==> src/rtl/branch_stack.sv <==
// branch_stack: per-branch checkpoints of the free list and ROB tail,
// kept current with retiring registers and restored on a mispredict.
// Ports: clock/reset (sync, active-high); br_dispatch_valid,
// br_free_list, br_rob_tail in, br_tag/stack_full out (allocation);
// resolve_valid/tag/mispredict in; phys_reg_retiring +
// num_retiring_valid in (retire frees); restore_flag,
// free_list_restore, rob_tail_restore, squash_mask out (registered).
// Optional: define BRANCH_STACK_STATS_EN to add stat_mispredicts,
// stat_correct, stat_full_stalls saturating counters.
module branch_stack #(
  parameter int DEPTH        = 4,
  parameter int PHYS_REGS    = 64,
  parameter int N            = 3,
  parameter int ROB_IDX_BITS = 5,
  parameter int TAG_BITS     = $clog2(DEPTH)
) (
  input  logic                            clock,
  input  logic                            reset,
  input  logic                            br_dispatch_valid,
  input  logic [PHYS_REGS-1:0]            br_free_list,
  input  logic [ROB_IDX_BITS-1:0]         br_rob_tail,
  output logic [TAG_BITS-1:0]             br_tag,
  output logic                            stack_full,
  input  logic                            resolve_valid,
  input  logic [TAG_BITS-1:0]             resolve_tag,
  input  logic                            resolve_mispredict,
  input  logic [N*$clog2(PHYS_REGS)-1:0]  phys_reg_retiring,
  input  logic [$clog2(N+1)-1:0]          num_retiring_valid,
  output logic                            restore_flag,
  output logic [PHYS_REGS-1:0]            free_list_restore,
  output logic [ROB_IDX_BITS-1:0]         rob_tail_restore,
  output logic [DEPTH-1:0]                squash_mask
`ifdef BRANCH_STACK_STATS_EN
  ,
  output logic [31:0]                     stat_mispredicts,
  output logic [31:0]                     stat_correct,
  output logic [31:0]                     stat_full_stalls
`endif
);

  localparam int PW = $clog2(PHYS_REGS);
  localparam int CW = $clog2(N+1);

  logic [DEPTH-1:0]        valid_q, valid_d;
  logic [PHYS_REGS-1:0]    snap_q  [DEPTH];
  logic [PHYS_REGS-1:0]    snap_d  [DEPTH];
  logic [ROB_IDX_BITS-1:0] tail_q  [DEPTH];
  logic [ROB_IDX_BITS-1:0] tail_d  [DEPTH];
  logic [DEPTH-1:0]        young_q [DEPTH];
  logic [DEPTH-1:0]        young_d [DEPTH];

  logic                    restore_q, restore_d;
  logic [PHYS_REGS-1:0]    frl_q, frl_d;
  logic [ROB_IDX_BITS-1:0] rtl_q, rtl_d;
  logic [DEPTH-1:0]        sq_q, sq_d;

  logic [PHYS_REGS-1:0]    ret_bits;
  logic [TAG_BITS-1:0]     alloc_tag;
  logic                    full;
  logic                    tgt_ok, mis, cor, do_alloc;
  logic [DEPTH-1:0]        oh_t, kill;

  always_comb begin
    ret_bits = '0;
    for (int i = 0; i < N; i++) begin
      if (CW'(i) < num_retiring_valid)
        ret_bits[phys_reg_retiring[i*PW +: PW]] = 1'b1;
    end
  end

  // Lowest free slot wins; scan downward so the last hit is lowest.
  always_comb begin
    alloc_tag = '0;
    for (int k = DEPTH-1; k >= 0; k--) begin
      if (!valid_q[k]) alloc_tag = TAG_BITS'(k);
    end
  end

  assign full     = &valid_q;
  assign tgt_ok   = resolve_valid && valid_q[resolve_tag];
  assign mis      = tgt_ok && resolve_mispredict;
  assign cor      = tgt_ok && !resolve_mispredict;
  // A same-cycle mispredict squashes the dispatching branch too.
  assign do_alloc = br_dispatch_valid && !full && !mis;
  assign oh_t     = DEPTH'(1) << resolve_tag;
  assign sq_d     = mis ? (oh_t | young_q[resolve_tag]) : '0;
  assign kill     = sq_d | (cor ? oh_t : '0);

  always_comb begin
    valid_d = valid_q & ~kill;
    for (int k = 0; k < DEPTH; k++) begin
      snap_d[k]  = snap_q[k] | ret_bits;
      tail_d[k]  = tail_q[k];
      young_d[k] = young_q[k] & ~kill;
      // Released entries never gain the new branch as a younger one.
      if (do_alloc && valid_q[k] && !kill[k])
        young_d[k][alloc_tag] = 1'b1;
    end
    if (do_alloc) begin
      valid_d[alloc_tag] = 1'b1;
      snap_d[alloc_tag]  = br_free_list | ret_bits;
      tail_d[alloc_tag]  = br_rob_tail;
      young_d[alloc_tag] = '0;
    end
  end

  always_comb begin
    restore_d = mis;
    frl_d     = frl_q;
    rtl_d     = rtl_q;
    if (mis) begin
      frl_d = snap_q[resolve_tag] | ret_bits;
      rtl_d = tail_q[resolve_tag];
    end
  end

  always_ff @(posedge clock) begin
    if (reset) begin
      valid_q   <= '0;
      restore_q <= 1'b0;
      frl_q     <= '0;
      rtl_q     <= '0;
      sq_q      <= '0;
      for (int k = 0; k < DEPTH; k++) young_q[k] <= '0;
    end else begin
      valid_q   <= valid_d;
      restore_q <= restore_d;
      frl_q     <= frl_d;
      rtl_q     <= rtl_d;
      sq_q      <= sq_d;
      for (int k = 0; k < DEPTH; k++) young_q[k] <= young_d[k];
    end
  end

  // Payload is only meaningful while valid, so it needs no reset.
  always_ff @(posedge clock) begin
    for (int k = 0; k < DEPTH; k++) begin
      snap_q[k] <= snap_d[k];
      tail_q[k] <= tail_d[k];
    end
  end

  assign br_tag            = alloc_tag;
  assign stack_full        = full;
  assign restore_flag      = restore_q;
  assign free_list_restore = frl_q;
  assign rob_tail_restore  = rtl_q;
  assign squash_mask       = sq_q;

`ifdef BRANCH_STACK_STATS_EN
  logic [31:0] mis_cnt_q, cor_cnt_q, stall_cnt_q;

  always_ff @(posedge clock) begin
    if (reset) begin
      mis_cnt_q   <= '0;
      cor_cnt_q   <= '0;
      stall_cnt_q <= '0;
    end else begin
      if (mis && !(&mis_cnt_q))
        mis_cnt_q <= mis_cnt_q + 32'd1;
      if (cor && !(&cor_cnt_q))
        cor_cnt_q <= cor_cnt_q + 32'd1;
      if (br_dispatch_valid && full && !(&stall_cnt_q))
        stall_cnt_q <= stall_cnt_q + 32'd1;
    end
  end

  assign stat_mispredicts = mis_cnt_q;
  assign stat_correct     = cor_cnt_q;
  assign stat_full_stalls = stall_cnt_q;
`endif

endmodule

==> config.mk <==
export PLATFORM = sky130hd
export DESIGN_NAME = branch_stack
export DESIGN_NICKNAME = d
export VERILOG_FILES = /design/src/rtl/branch_stack.sv
export SDC_FILE = /design/constraint.sdc
export NUM_CORES = 1
export LEC_CHECK = 0
export ABC_CLOCK_PERIOD_IN_PS = 3200
export CORE_MARGIN = 10
export CORE_UTILIZATION = 50
export DETAILED_ROUTE_END_ITERATION = 10
export GPL_TIMING_DRIVEN = 0
export HOLD_SLACK_MARGIN = 0.05
export PLACE_DENSITY_LB_ADDON = 0.2
export REMOVE_ABC_BUFFERS = 1
export SLEW_MARGIN = 20
export SYNTH_ARGS = -nofsm -noshare
export SYNTH_HDL_FRONTEND = slang
export SYNTH_SLANG_ARGS = --single-unit
==> constraint.sdc <==
create_clock -name clock -period 3.2 [get_ports clock]
set_clock_uncertainty 0.15 [all_clocks]
set_input_delay 0.48 -clock clock [delete_from_list [all_inputs] [get_ports clock]]
set_output_delay 0.48 -clock clock [all_outputs]
set_load 0.01 [all_outputs]
==> metrics.txt <==
leakage power=7.60 nW; compound-cell area share of the yosys netlist=9.41%; H-tree depth=2; critical path launch point type=input pin; Post-CTS Hold Fix Bufs=0; Min-Delay Path Class=input pin to flip-flop; core area=30800 um^2; Synth cell types=50; period utilisation layout=97.0%; Final Max Slew Viols=0; top_reg_cell synth=dfxtp_1; status=completed; min Tclk post-route=3100 ps; I/O Pins=173; RSZ-0062 raised after global routing=true; DP Cell Count=2296; Skew-Pair Late Insertion Delay=530 ps; Arr. time, crit path=3160 ps; Post-Synth Adder-Cell Area=0%; post-synthesis simple-gate area fraction=28.5%; placed instance area=17700 um^2; FF-to-FF path depth=8; GP Congestion=0.912; final non-filler cell total=2371; worst path required time=3250 ps; storage element area=7530 um^2; most common cell after layout, fill and taps aside=nand2_1; CP max FO=53; via count=14270; depth of the worst hold-timing path=2; vias in the first global route=14092; Clock Sinks=366; Final ANT Viol Nets=0; CTS buffer count=38; worst slew pin tran=1140 ps; CTS root buf=clkbuf_16; critical setup path kind=input pin to flip-flop; mux share of post-synthesis cell area=10.0%; most frequent cells in the layout=546 x nand2_1, 346 x dfxtp_1, 261 x nand3_1; Tot GR Track Use=25.6%; Initial DRT Pass Iterations=6; fill count=2643; final hold vios=0; Power Density=647 nW/um^2; die width=198 um; DIE AREA=39000 um^2; 1st-iter DRT viols=1483; DP HPWL=31100 um; mean area per synthesized cell=8.57 um^2; Setup crit end kind=flip-flop; Worst-path clk slew=60 ps; global route overflow=0; footprint of the multi-input gates=7660 um^2; Area Growth Syn to Fin=20.9%; Max-slew headroom=23.5%; Max-cap violations=0; Syn Inst Count=1839; fraction of registers with async set/reset=0%; VDD IR-drop max=376 uV; first-pass GRT wire length=79500 um; Synth Register Bits=366; Row Count=64; vias per cell=6.02; maximum clock frequency=322 MHz; Synth Cell Area=15800 um^2; Die Span Y=198 um; Synth Area in XOR/XNOR=0%; count of flip-flops with a built-in enable after synthesis=20; post-route cell area=19100 um^2; WL per Instance=21.5 um; largest family of logic cells by synthesized area=simple AND/OR/NAND/NOR gates; Nets=2040; Port Buf Inserts=172; CTS tree=built; Total Wirelength=51000 um; Initial Utilization=51.1%; Seq/Total Area, Yosys=47.8%; layout cell share with drive strength beyond 1=8.67%; DRC violations left=0; clk buf depth=3; maximum number of pins on one net before global-route repair=77; Finish-stage setup viols=0; initial antenna violation count=3; Yosys warning total=0
registers in the layout (all words and copies together) (netlist names):
signal             flops
squash_mask            4
valid_q                4
snap_q               256
restore_flag           1
young_q               12
free_list_restore     64
rob_tail_restore       5
tail_q                20
critical path, cell delays in order:
cell     delay (ps)
buf_8           320
buf_16          310
mux2i_2         370
nor3_4          150
or3_4           580
buf_16          270
inv_6           270
buf_16          310
cell usage after synthesis (all sizes together) (20+ instances only):
master | instances | share of area [%]
nand2 | 547 | 13
dfxtp | 346 | 44
nand3 | 262 | 8.3
nor2 | 144 | 3.4
buf | 87 | 3.2
a21oi | 69 | 2.2
mux4 | 69 | 9.9
a211oi | 67 | 3.2
o22ai | 62 | 2.5
clkbuf | 37 | 0.90
nor3 | 21 | 0.67
edfxtp | 20 | 3.8
final cells by class:
type | instances | share of cell area (%)
repair buffers | 186 | 10.8
clock inverters | 17 | 0.814
multi-input cells | 1343 | 40.2
clock buffers | 51 | 5.67
flip-flops and latches | 366 | 39.5
inverters | 9 | 0.348
well taps | 396 | 2.60
diodes | 3 | 0.0394
path summary, 6_finish.rpt:
kind	start	slack, ps	end
setup reg to reg	valid_q[0]	100	snap_q[3][3]
hold / removal	reset	290	rob_tail_restore[4]
hold reg to reg	rob_tail_restore[0]	300	rob_tail_restore[0]
setup / recovery	resolve_tag[1]	100	tail_q[3][4]
cells by family after synthesis:
kind of cell,count (synthesis)
AND/OR/NAND/NOR,1040
multiplexers,71
AO/OA/AOI/OAI,229
buffers and inverters,133
flip-flops,366
stage by stage:
stage	setup WS (ps)	util [%]	hold slack, ps	power [W]	setup TNS (ps)
6_report	95.4	61.8	294	0.0123	0
5_1_grt	-16.2	61.8	321	0.0129	-53.8
4_1_cts	53.3	61.7	284	0.0124	0
3_5_place_dp	-1450	57.5	295	0.00794	-187130
3_3_place_gp	-8810	56.2	288	0.00784	-2729580
2_1_floorplan	-525	-	283	0.00722	-58830
layer usage:
metal / up-vias / wire (um) / part of all wire, % / track usage (%)
li1: 6661 / - / - / -
met1: 6814 / 20200 / 40 / 31.8
met2: 666 / 24800 / 49 / 43.6
met3: 127 / 4370 / 8.6 / 4.50
met4: 2 / 1610 / 3.2 / 9.71
met5: - / 13 / 0.026 / 0
power breakdown:
group | internal (W) | leakage (nW) | switching [W]
Clock | 0.00261 | 0.612 | 0.00182
Sequential | 0.00552 | 3.07 | 0.000443
Combinational | 0.00101 | 3.92 | 0.000937
Total | 0.00914 | 7.60 | 0.00320
what timing repair did:
action / CTS / global route
cloned: 3 / 0
pin swaps: 2 / 1
hold endpoints to repair: 0 / 0
buffers inserted: 0 / 1
endpoints found under the setup margin: 139 / 113
resized for setup: 8 / 4
Note: power is estimated with default switching activity, not from simulation.
